--- src/rtl/serial_magnitude_comparator_if.sv ---
// Handshake and result bundle for serial_magnitude_comparator.
// master: the producer/consumer around the comparator; slave: the comparator itself.
interface serial_magnitude_comparator_if #(
   parameter int WIDTH = 16,
   parameter int DIGIT = 4
);
   localparam int NDIG = WIDTH / DIGIT;
   localparam int SC_W = $clog2(NDIG + 1);

   logic             in_valid;
   logic             in_ready;
   logic [WIDTH-1:0] a;
   logic [WIDTH-1:0] b;
   logic             signed_mode;
   logic             out_valid;
   logic             out_ready;
   logic             eq;
   logic             gt;
   logic             lt;
   logic [SC_W-1:0]  scan_cycles;

   modport master (
      output in_valid, a, b, signed_mode, out_ready,
      input  in_ready, out_valid, eq, gt, lt, scan_cycles
   );

   modport slave (
      input  in_valid, a, b, signed_mode, out_ready,
      output in_ready, out_valid, eq, gt, lt, scan_cycles
   );
endinterface

--- src/rtl/serial_magnitude_comparator.sv ---
// Multi-cycle magnitude comparator: scans DIGIT bits per clock from the MSB
// downward and stops at the first differing digit. Signed compare is done by
// flipping the sign bit of both operands at load time, after which an unsigned
// digit scan gives the two's-complement ordering.
module serial_magnitude_comparator #(
   parameter int WIDTH = 16,
   parameter int DIGIT = 4
) (
   input logic                     clk,
   input logic                     rst_n,
   serial_magnitude_comparator_if.slave bus
);
   localparam int NDIG  = WIDTH / DIGIT;
   localparam int IDX_W = (NDIG > 1) ? $clog2(NDIG) : 1;
   localparam int SC_W  = $clog2(NDIG + 1);
   localparam logic [IDX_W-1:0] IDX_LAST = IDX_W'(NDIG - 1);
   localparam logic [SC_W-1:0]  SC_FULL  = SC_W'(NDIG);

   typedef enum logic [1:0] {
      IDLE = 2'd0,
      SCAN = 2'd1,
      DONE = 2'd2
   } state_t;

   state_t           state_r;
   state_t           state_nx_s;
   logic [WIDTH-1:0] a_r, a_nx_s;
   logic [WIDTH-1:0] b_r, b_nx_s;
   logic [IDX_W-1:0] idx_r, idx_nx_s;
   logic             out_valid_r, out_valid_nx_s;
   logic             eq_r, eq_nx_s;
   logic             gt_r, gt_nx_s;
   logic             lt_r, lt_nx_s;
   logic [SC_W-1:0]  scan_cycles_r, scan_cycles_nx_s;
   logic             in_ready_r;

   logic [31:0]      shamt_s;
   logic [WIDTH-1:0] a_shift_s;
   logic [WIDTH-1:0] b_shift_s;
   logic [DIGIT-1:0] a_dig_s;
   logic [DIGIT-1:0] b_dig_s;
   logic             dig_ne_s;
   logic             dig_gt_s;
   logic             last_s;

   // Select the current digit of each shadow operand and compare it.
   always_comb begin
      shamt_s   = 32'(idx_r) * 32'(DIGIT);
      a_shift_s = a_r << shamt_s;
      b_shift_s = b_r << shamt_s;
      a_dig_s   = a_shift_s[WIDTH-1 -: DIGIT];
      b_dig_s   = b_shift_s[WIDTH-1 -: DIGIT];
      dig_ne_s  = (a_dig_s != b_dig_s);
      dig_gt_s  = (a_dig_s > b_dig_s);
      last_s    = (idx_r == IDX_LAST);
   end

   // State register.
   always_ff @(posedge clk or negedge rst_n) begin
      if (!rst_n) begin
         state_r <= IDLE;
      end else begin
         state_r <= state_nx_s;
      end
   end

   // Next-state logic.
   always_comb begin
      state_nx_s = state_r;
      case (state_r)
         IDLE: begin
            if (bus.in_valid) state_nx_s = SCAN;
            else              state_nx_s = IDLE;
         end
         SCAN: begin
            if (dig_ne_s || last_s) state_nx_s = DONE;
            else                    state_nx_s = SCAN;
         end
         DONE: begin
            if (bus.out_ready) state_nx_s = IDLE;
            else               state_nx_s = DONE;
         end
         default: state_nx_s = IDLE;
      endcase
   end

   // Next values of the operand shadows, digit index and result registers.
   always_comb begin
      a_nx_s           = a_r;
      b_nx_s           = b_r;
      idx_nx_s         = idx_r;
      out_valid_nx_s   = out_valid_r;
      eq_nx_s          = eq_r;
      gt_nx_s          = gt_r;
      lt_nx_s          = lt_r;
      scan_cycles_nx_s = scan_cycles_r;
      case (state_r)
         IDLE: begin
            out_valid_nx_s = 1'b0;
            eq_nx_s        = 1'b0;
            gt_nx_s        = 1'b0;
            lt_nx_s        = 1'b0;
            idx_nx_s       = {IDX_W{1'b0}};
            if (bus.in_valid) begin
               a_nx_s = {bus.a[WIDTH-1] ^ bus.signed_mode, bus.a[WIDTH-2:0]};
               b_nx_s = {bus.b[WIDTH-1] ^ bus.signed_mode, bus.b[WIDTH-2:0]};
            end else begin
               a_nx_s = a_r;
               b_nx_s = b_r;
            end
         end
         SCAN: begin
            if (dig_ne_s) begin
               gt_nx_s          = dig_gt_s;
               lt_nx_s          = ~dig_gt_s;
               eq_nx_s          = 1'b0;
               scan_cycles_nx_s = SC_W'(idx_r) + SC_W'(1);
               out_valid_nx_s   = 1'b1;
            end else if (last_s) begin
               eq_nx_s          = 1'b1;
               gt_nx_s          = 1'b0;
               lt_nx_s          = 1'b0;
               scan_cycles_nx_s = SC_FULL;
               out_valid_nx_s   = 1'b1;
            end else begin
               idx_nx_s = idx_r + IDX_W'(1);
            end
         end
         DONE: begin
            if (bus.out_ready) begin
               out_valid_nx_s = 1'b0;
               eq_nx_s        = 1'b0;
               gt_nx_s        = 1'b0;
               lt_nx_s        = 1'b0;
            end else begin
               out_valid_nx_s = out_valid_r;
            end
         end
         default: begin
            out_valid_nx_s = 1'b0;
            eq_nx_s        = 1'b0;
            gt_nx_s        = 1'b0;
            lt_nx_s        = 1'b0;
         end
      endcase
   end

   // Datapath and output registers; in_ready is registered from the next state.
   always_ff @(posedge clk or negedge rst_n) begin
      if (!rst_n) begin
         a_r           <= {WIDTH{1'b0}};
         b_r           <= {WIDTH{1'b0}};
         idx_r         <= {IDX_W{1'b0}};
         out_valid_r   <= 1'b0;
         eq_r          <= 1'b0;
         gt_r          <= 1'b0;
         lt_r          <= 1'b0;
         scan_cycles_r <= {SC_W{1'b0}};
         in_ready_r    <= 1'b1;
      end else begin
         a_r           <= a_nx_s;
         b_r           <= b_nx_s;
         idx_r         <= idx_nx_s;
         out_valid_r   <= out_valid_nx_s;
         eq_r          <= eq_nx_s;
         gt_r          <= gt_nx_s;
         lt_r          <= lt_nx_s;
         scan_cycles_r <= scan_cycles_nx_s;
         in_ready_r    <= (state_nx_s == IDLE);
      end
   end

   assign bus.in_ready    = in_ready_r;
   assign bus.out_valid   = out_valid_r;
   assign bus.eq          = eq_r;
   assign bus.gt          = gt_r;
   assign bus.lt          = lt_r;
   assign bus.scan_cycles = scan_cycles_r;
endmodule

--- src/flat_wrapper.sv ---
// flat-port wrapper written by rule: the top's interface ports become plain ports
module serial_magnitude_comparator_flat 
#(
   parameter int WIDTH = 16,
   parameter int DIGIT = 4
)
  (clk, rst_n, bus_in_valid, bus_a, bus_b, bus_signed_mode, bus_out_ready, bus_in_ready, bus_out_valid, bus_eq, bus_gt, bus_lt, bus_scan_cycles);
  serial_magnitude_comparator_if #(.WIDTH(WIDTH), .DIGIT(DIGIT)) bus_i ();
  input logic clk;
  input logic rst_n;
  input wire logic [$bits(bus_i.in_valid)-1:0] bus_in_valid;
  input wire logic [$bits(bus_i.a)-1:0] bus_a;
  input wire logic [$bits(bus_i.b)-1:0] bus_b;
  input wire logic [$bits(bus_i.signed_mode)-1:0] bus_signed_mode;
  input wire logic [$bits(bus_i.out_ready)-1:0] bus_out_ready;
  output wire logic [$bits(bus_i.in_ready)-1:0] bus_in_ready;
  output wire logic [$bits(bus_i.out_valid)-1:0] bus_out_valid;
  output wire logic [$bits(bus_i.eq)-1:0] bus_eq;
  output wire logic [$bits(bus_i.gt)-1:0] bus_gt;
  output wire logic [$bits(bus_i.lt)-1:0] bus_lt;
  output wire logic [$bits(bus_i.scan_cycles)-1:0] bus_scan_cycles;
  assign bus_i.in_valid = bus_in_valid;
  assign bus_i.a = bus_a;
  assign bus_i.b = bus_b;
  assign bus_i.signed_mode = bus_signed_mode;
  assign bus_i.out_ready = bus_out_ready;
  assign bus_in_ready = bus_i.in_ready;
  assign bus_out_valid = bus_i.out_valid;
  assign bus_eq = bus_i.eq;
  assign bus_gt = bus_i.gt;
  assign bus_lt = bus_i.lt;
  assign bus_scan_cycles = bus_i.scan_cycles;
  serial_magnitude_comparator #(.WIDTH(WIDTH), .DIGIT(DIGIT)) u_core (.clk(clk), .rst_n(rst_n), .bus(bus_i));
endmodule
--- config.mk ---
export PLATFORM = sky130hd
export DESIGN_NAME = serial_magnitude_comparator_flat
export DESIGN_NICKNAME = d
export VERILOG_FILES = /design/src/rtl/serial_magnitude_comparator_if.sv /design/src/rtl/serial_magnitude_comparator.sv /design/src/flat_wrapper.sv
export SDC_FILE = /design/constraint.sdc
export NUM_CORES = 1
export LEC_CHECK = 0
export BUFFER_PORTS_ARGS = -buffer_cell sky130_fd_sc_hd__buf_2
export CAP_MARGIN = 25
export CORE_ASPECT_RATIO = 1.75
export CORE_MARGIN = 3
export CORE_UTILIZATION = 32
export CTS_CLUSTER_SIZE = 28
export DETAILED_ROUTE_END_ITERATION = 7
export GPL_ROUTABILITY_DRIVEN = 0
export PLACE_DENSITY = 0.51
export SYNTH_ARGS = -nofsm -noshare
export SYNTH_HDL_FRONTEND = slang
export SYNTH_SLANG_ARGS = --single-unit
--- constraint.sdc ---
create_clock -name clk -period 2.7 [get_ports clk]
set_input_delay 0.135 -clock clk [delete_from_list [all_inputs] [get_ports clk]]
set_output_delay 0.135 -clock clk [all_outputs]
set_load 0.02 [all_outputs]
==> results of run 1 <==
==> cells by family (layout without fill, tap and decap cells) <==
family          after synthesis  count (layout)  synth area share, %
flops                        44              44                 51.9
mux                          38              38                 28.6
simple gates                 21              21                 6.13
compound gates               18              18                 5.07
buf+inv                      12              61                 4.53
fa+ha+maj                     5               5                 2.94
xor+xnor                      2               2                0.825
==> final cells by class <==
type	count	area, sq um	share of cell area [%]
Clock buffer	7	96.3	3.83
Inverter	6	22.5	0.894
Multi-Input combinational cell	84	932	37.0
Sequential cell	44	1100	43.8
Tap cell	80	100	3.97
Timing Repair Buffer	48	265	10.5
==> per-layer routing <==
metal  global-route usage, %  vias up  wire (um)
li1                        -      595          -
met1                    14.4      613       1660
met2                    16.9       38       1890
met3                    2.96        5        224
met4                    4.47        0         63
met5                       0        -          0
==> synth_stat cells, drive strengths merged, types with 2 or more instances <==
cell type	number	area (sq um)
mux2	30	428
buf	5	70.1
a22o	3	26.3
xnor2	2	17.5
mux4	8	180
nand2	9	36.3
a21oi	4	20.0
ha	5	62.6
dfrtp	43	1080
o21ai	9	45.0
nor2	4	15.0
inv	6	22.5
nand2b	2	20.0
==> final timing paths <==
check | slack, ns | cells after the start | endpoint
max in group asynchronous | 2.02 | 3 | u_core.bus.in_ready
worst min register to register | 0.48 | 2 | u_core.bus.out_valid
min in group asynchronous | 0.19 | 2 | u_core.b_r[15]
worst min-delay path | 0.07 | 2 | u_core.b_r[8]
worst max register to register | 0.26 | 7 | u_core.bus.gt
worst max-delay path | 0.26 | 7 | u_core.bus.gt
==> through the flow <==
stage	hold slack [ns]	total power [mW]	instances
after floorplan	-0.161	2.13	140
after global placement	0.321	2.33	260
after detailed placement	0.353	2.36	260
after CTS	0.0337	2.81	267
after global routing	0.0590	2.97	269
final	0.0668	2.77	269
==> timing repair <==
item,in CTS,in global routing
endpoints found under the setup margin,0,0
hold buffers,0,1
setup buffers,0,0
hold endpoints to repair,0,43
==> registers in the layout, summed over array words and instances, names as in the netlist <==
register                flops
u_core.state_r              2
u_core.bus.out_valid        1
u_core.bus.scan_cycles      3
u_core.a_r                 16
u_core.idx_r                2
u_core.bus.eq               1
u_core.b_r                 16
u_core.bus.lt               1
u_core.bus.in_ready         1
u_core.bus.gt               1
==> where the power goes <==
group	switching, mW	internal [mW]	total, mW
registers	0.195	0.965	1.16
clock network	0.206	0.228	0.434
logic	0.486	0.692	1.18
==> results.tsv, run 1 <==
metric	value	unit
post-synthesis cell type count	29	
Die Wd	67.6	um
CTS H-tree lvls	2	
Placeable Area	6320	sq um
Worst-path clk slew	0.08	ns
row cnt	38	
vias in the first global route	1337	
ys flop type	dfrtp_1	
RSZ-0062 raised after global routing	false	
Gate Count Post-Synth	140	
WL per Instance	14.3	um
Synth Net Count	182	
Slew Limit Fails	0	
I/O pin count	45	
antenna-violating nets left	0	
R2R Path Start	u_core.idx_r[0]	
WP data arrival	2.68	ns
ys async rst share	100	%
max incr delay on CP	0.52	ns
Syn Area/Cell	15.2	sq um
post-route setup TNS	0	ns
Root Driver	clkbuf_8	
fin nets	231	
PwrDens	1100	nW/um^2
Crit Path Max Fanout	8	
Yosys Warn Count	0	
final worst path period share	90.5	%
CTS tree	done	
CTS resizes	0	
maximum vdd drop	0.501	mV
Starting Density	33.6	%
final number of hold-violating endpoints	0	
CTS Buffer Depth	2	
setup ws final	0.257	ns
CTS Buf Count	5	
initial detailed-routing violation count	32	
Period minus WS final	2.44	ns
filler cell count	612	
ANT cells	0	
critical-path cell list	buf_4 > mux4_2 > ha_1 > nand4_2 > or3_4 > nand2_2 > a22o_1	
kind of critical path	flip-flop to flip-flop	
Hold/Removal Path Class	primary input to flip-flop	
dpl ws	0.258	ns
worst rel slew slack	61.9	%
worst-margin pin slew	0.571	ns
WL final	3.84	mm
vias per cell	4.65	
flop and latch count out of synthesis	44	
initial antenna violation count	0	
most common cell after layout, fill and taps aside	buf_2	
first-pass GRT wire length	6.36	mm
outcome	complete, no violations	
Final Instance Area	2520	sq um
IO buf count	44	
grt ovf	0	
Critical Path Source Type	flip-flop	
most frequent cells in the layout	buf_2 (44), dfrtp_1 (43), mux2_4 (24)	
Clk Latency, worst-skew pair	0.29	ns
crit path buf inv count	1	
Worst EP required	2.93	ns
Core Util, Final	39.8	%
Layout area overhead	18.6	%
largest net degree at the start of global routing	45	
drt first pass iters	4	
DP HPWL	2.82	mm
share of layout cells above drive strength 1	51.9	%
Max-Cap Viols	0	
DRC Markers	0	
synthesized area	2120	sq um
die area	7690	sq um
vias post-DR	1251	
Setup crit start	u_core.idx_r[0]	
Post-synth EDFFs	0	
Placed Area	2390	sq um
Slowest cell on crit path	mux4_2	
final setup violation count	0	
Clock Skew	0.00813	ns
Seq/Total Area, Yosys	51.9	%
CP Capture Type	flip-flop	
leakage power	1.20	nW
gr usage total	11.0	%
clock sinks	44	
Die Ht	114	um
f_max	409	MHz
min-delay src	bus_b[8]	
cell family with most CP delay	simple AND/OR/NAND/NOR gates	
Note: power is estimated with default switching activity, not from simulation.
==> run 2, diff against run 1 <==
--- a/config.mk
+++ b/config.mk
@@ -9,11 +9,11 @@
 export CAP_MARGIN = 25
 export CORE_ASPECT_RATIO = 1.75
 export CORE_MARGIN = 3
-export CORE_UTILIZATION = 32
+export CORE_UTILIZATION = 45
 export CTS_CLUSTER_SIZE = 28
 export DETAILED_ROUTE_END_ITERATION = 7
 export GPL_ROUTABILITY_DRIVEN = 0
-export PLACE_DENSITY = 0.51
+export PLACE_DENSITY = 0.67
 export SYNTH_ARGS = -nofsm -noshare
 export SYNTH_HDL_FRONTEND = slang
 export SYNTH_SLANG_ARGS = --single-unit
==> results.tsv, run 2 (same netlist as run 1, synthesis figures left out) <==
metric	value	unit
Starting Density	47.4	%
first-pass GRT wire length	6.57	mm
Layout area overhead	16.9	%
antenna-violating nets left	0	
Placed Area	2360	sq um
most frequent cells in the layout	buf_2 (44), dfrtp_1 (43), mux2_4 (24)	
max incr delay on CP	0.51	ns
Post CTS Setup Buffer Count	0	
final instance count without filler cells	241	
R2R Path Start	u_core.idx_r[0]	
R2R Path End	u_core.bus.scan_cycles[1]	
CTS Buf Count	5	
share of layout cells above drive strength 1	52.1	%
Period minus WS final	2.43	ns
final setup violation count	0	
dpl ws	0.255	ns
CP most frequent cell	o21ai_0	
CTS tree	done	
grt ovf	0	
Die Wd	57.9	um
RSZ-0062 raised after global routing	false	
CTS resizes	0	
leakage power	1.20	nW
ANT cells	0	
PwrDens	1120	nW/um^2
R2R depth	7	
Worst-path clk slew	0.08	ns
I/O pin count	45	
vias post-DR	1304	
kind of critical path	flip-flop to flip-flop	
dpl cells	231	
initial antenna violation count	0	
post-route setup TNS	0	ns
Slowest cell on crit path	dfrtp_1	
worst-margin pin slew	0.561	ns
Placeable Area	4480	sq um
CP Capture Type	flip-flop	
CTS H-tree lvls	2	
Root Driver	clkbuf_8	
DRC Markers	0	
WL per Instance	15.7	um
WL final	3.78	mm
final number of hold-violating endpoints	0	
most common cell after layout, fill and taps aside	buf_2	
row cnt	32	
Final Instance Area	2480	sq um
outcome	complete, no violations	
initial detailed-routing violation count	28	
CTS Buffer Depth	2	
Critical Path Source Type	flip-flop	
Clock Skew	0.00330	ns
gr usage total	15.2	%
min-delay src	bus_a[5]	
Hold Path Sink	u_core.a_r[5]	
maximum vdd drop	0.738	mV
IO buf count	44	
vias per cell	5.41	
setup ws final	0.274	ns
critical-path cell list	buf_4 > mux4_2 > ha_1 > nand4_2 > o21ai_0 > nand2_1 > o21ai_0	
final worst path period share	89.8	%
Hold/Removal Path Class	primary input to flip-flop	
fin nets	231	
Core Util, Final	55.4	%
Crit Path Max Fanout	8	
Worst Hold Depth	2	
DP HPWL	2.80	mm
largest net degree at the start of global routing	45	
WP data arrival	2.64	ns
f_max	412	MHz
clock sinks	44	
Max-Cap Viols	0	
worst rel slew slack	62.6	%
r2r setup slk	0.27	ns
Clk Latency, worst-skew pair	0.29	ns
Worst EP required	2.91	ns
drt first pass iters	4	
vias in the first global route	1454	
die area	5610	sq um
Die Ht	96.9	um
Slew Limit Fails	0	
hold buffers post-CTS	0	
run 2: cell types whose count changed in the layout (fill, tap and decap cells not counted):
cell / change
clkbuf_8: -1
clkinvlp_4: +2
run 2: worst max-delay path by stage:
stage	start	endpoint	slack (ns)	depth (start not counted)
floorplan	u_core.idx_r[0]	u_core.bus.lt	0.52	7
global placement	u_core.idx_r[0]	u_core.bus.lt	0.35	7
detailed placement	u_core.idx_r[0]	u_core.bus.scan_cycles[1]	0.26	7
CTS	u_core.idx_r[0]	u_core.bus.scan_cycles[1]	0.23	7
global route	u_core.idx_r[0]	u_core.bus.scan_cycles[1]	0.04	7
finish	u_core.idx_r[0]	u_core.bus.scan_cycles[1]	0.27	7
run 2: critical path, delay by kind of cell, from the launching register on:
family                   cells  cell delay, ns
multiplexers                 1            0.51
flip-flops                   1            0.51
adder cells (fa/ha/maj)      1            0.33
buffers and inverters        1            0.24
AO/OA/AOI/OAI                2            0.50
AND/OR/NAND/NOR              2            0.24
run 2: routing by layer:
layer	vias to the layer above	global-route usage (%)	wire length (um)	part of all wire, %
li1	602	-	-	-
met1	658	17.2	1550	41
met2	39	26.0	1960	52
met3	5	3.47	189	5.0
met4	0	6.96	70	1.9
met5	-	0	0	0
run 2: area by class of cell:
type                            count  area, sq um
Clock buffer                        6         82.6
Clock inverter                      2         15.0
Fill cell                         405         2000
Inverter                            6         22.5
Multi-Input combinational cell     84          932
Sequential cell                    44         1100
Tap cell                           51         63.8
Timing Repair Buffer               48          265
run 2: where the power goes:
group | total, mW | switching (mW) | internal (mW)
clock network | 0.431 | 0.224 | 0.207
registers | 1.16 | 0.200 | 0.965
logic | 1.18 | 0.491 | 0.692
run 2: through the flow:
step / power, mW / hold WS (ns)
floorplan: 2.13 / -0.161
global placement: 2.31 / 0.308
detailed placement: 2.37 / 0.346
CTS: 2.81 / 0.0221
global route: 2.98 / 0.0527
finish: 2.78 / 0.0634
==> run 3, diff against run 2 <==
--- a/config.mk
+++ b/config.mk
@@ -7,12 +7,11 @@
 export LEC_CHECK = 0
 export BUFFER_PORTS_ARGS = -buffer_cell sky130_fd_sc_hd__buf_2
 export CAP_MARGIN = 25
-export CORE_ASPECT_RATIO = 1.75
+export CORE_ASPECT_RATIO = 0.6
 export CORE_MARGIN = 3
 export CORE_UTILIZATION = 45
 export CTS_CLUSTER_SIZE = 28
 export DETAILED_ROUTE_END_ITERATION = 7
-export GPL_ROUTABILITY_DRIVEN = 0
 export PLACE_DENSITY = 0.67
 export SYNTH_ARGS = -nofsm -noshare
 export SYNTH_HDL_FRONTEND = slang
==> results.tsv, run 3 (same netlist as run 1, synthesis figures left out) <==
metric	value	unit
outcome	complete, no violations	
CTS Buf Count	5	
PwrDens	1130	nW/um^2
R2R Path End	u_core.bus.lt	
worst-margin pin slew	0.564	ns
dpl ws	0.187	ns
Die Ht	59.2	um
Die Wd	94.7	um
Seq. cell area	1100	sq um
Critical Path Source Type	flip-flop	
largest net degree at the start of global routing	45	
CTS Buffer Depth	2	
first-pass GRT wire length	6.80	mm
final instance count without filler cells	249	
Placed Area	2360	sq um
initial detailed-routing violation count	69	
Period minus WS final	2.33	ns
gr usage total	16.3	%
min-delay src	bus_a[4]	
final RePlAce weighted congestion	0.758	
final number of hold-violating endpoints	0	
Post CTS Setup Buffer Count	0	
DRC Markers	0	
R2R depth	6	
Hold WS	0.0721	ns
Slew Limit Fails	0	
vias post-DR	1257	
Starting Density	49.1	%
dpl cells	239	
Max-Cap Viols	0	
most common cell after layout, fill and taps aside	buf_2	
clock sinks	44	
CTS H-tree lvls	2	
fin nets	230	
WL per Instance	15.9	um
vias per cell	5.05	
Root Driver	clkbuf_8	
filler cell count	353	
I/O pin count	45	
Crit Path Max Fanout	12	
r2r setup slk	0.37	ns
antenna-violating nets left	0	
DP HPWL	2.85	mm
Hold/Removal Path Class	primary input to flip-flop	
worst rel slew slack	62.4	%
final setup violation count	0	
Final Instance Area	2500	sq um
f_max	430	MHz
CP Capture Type	flip-flop	
row cnt	18	
ANT cells	0	
RSZ-0062 raised after global routing	false	
Worst-path clk slew	0.08	ns
final worst path period share	86.2	%
Hold Path Sink	u_core.a_r[4]	
R2R Path Start	u_core.idx_r[0]	
setup ws final	0.374	ns
IO buf count	44	
die area	5610	sq um
grt ovf	0	
initial antenna violation count	0	
Placeable Area	4320	sq um
Clk Latency, worst-skew pair	0.29	ns
most frequent cells in the layout	buf_2 (44), dfrtp_1 (42), mux2_4 (24)	
WP data arrival	2.54	ns
Worst Hold Depth	2	
Worst EP required	2.92	ns
Clock Skew	0.00616	ns
leakage power	1.20	nW
Layout area overhead	17.6	%
multi-input logic area	932	sq um
drt first pass iters	3	
maximum vdd drop	0.442	mV
share of layout cells above drive strength 1	51.9	%
kind of critical path	flip-flop to flip-flop	
WL final	3.97	mm
CTS tree	done	
vias in the first global route	1384	
post-route setup TNS	0	ns
==> run 3: layout make-up <==
cell class	instances	area share [%]
Multi-Input combinational cell	84	37.3
Timing Repair Buffer	47	10.3
Clock buffer	6	2.90
Inverter	6	0.901
Tap cell	60	3.00
Sequential cell	44	44.2
Clock inverter	2	1.40
==> run 3: how the worst max path moves through the flow <==
stage / startpoint / to / slack, ns
4_1_cts: u_core.idx_r[0] / u_core.bus.lt / 0.17
5_1_grt: u_core.idx_r[0] / u_core.idx_r[1] / 0.20
6_report: u_core.idx_r[0] / u_core.bus.lt / 0.37
3_5_place_dp: u_core.idx_r[0] / u_core.bus.lt / 0.19
2_1_floorplan: u_core.idx_r[0] / u_core.bus.lt / 0.52
3_3_place_gp: u_core.idx_r[0] / u_core.bus.lt / 0.25
==> run 3: timing repair <==
| item | 4_1_cts | 5_1_grt |
|---|---|---|
| endpoints found under the setup margin | 0 | 3 |
| resized for setup | 0 | 1 |
| hold buffers | 0 | 1 |
| endpoints found under the hold margin | 0 | 43 |
==> run 3: critical path, cell delays in order, from the launching register on <==
cell	delay, ns
dfrtp_2	0.58
mux4_2	0.55
ha_1	0.34
nand4_2	0.18
or3_4	0.40
nand2_2	0.09
o2bb2ai_1	0.10
==> run 3: per-stage QoR <==
step / util, % / total power [mW]
CTS: 57.1 / 2.84
finish: 57.8 / 2.83
global placement: 54.6 / 2.31
floorplan: - / 2.13
detailed placement: 54.6 / 2.35
global route: 57.8 / 3.05
==> run 3: where the power goes <==
group / switching [mW] / total, mW / internal (mW) / leakage (nW)
registers: 0.214 / 1.18 / 0.966 / 0.528
clock network: 0.210 / 0.484 / 0.275 / 0.0552
logic: 0.480 / 1.16 / 0.684 / 0.617
==> run 3: layer usage <==
| metal | vias up | wire (um) | GRT usage, % |
|---|---|---|---|
| met5 | - | 0 | 0 |
| met4 | 0 | 35 | 4.93 |
| met3 | 4 | 227 | 4.82 |
| met2 | 34 | 1850 | 25.6 |
| met1 | 624 | 1860 | 22.1 |
| li1 | 595 | - | - |
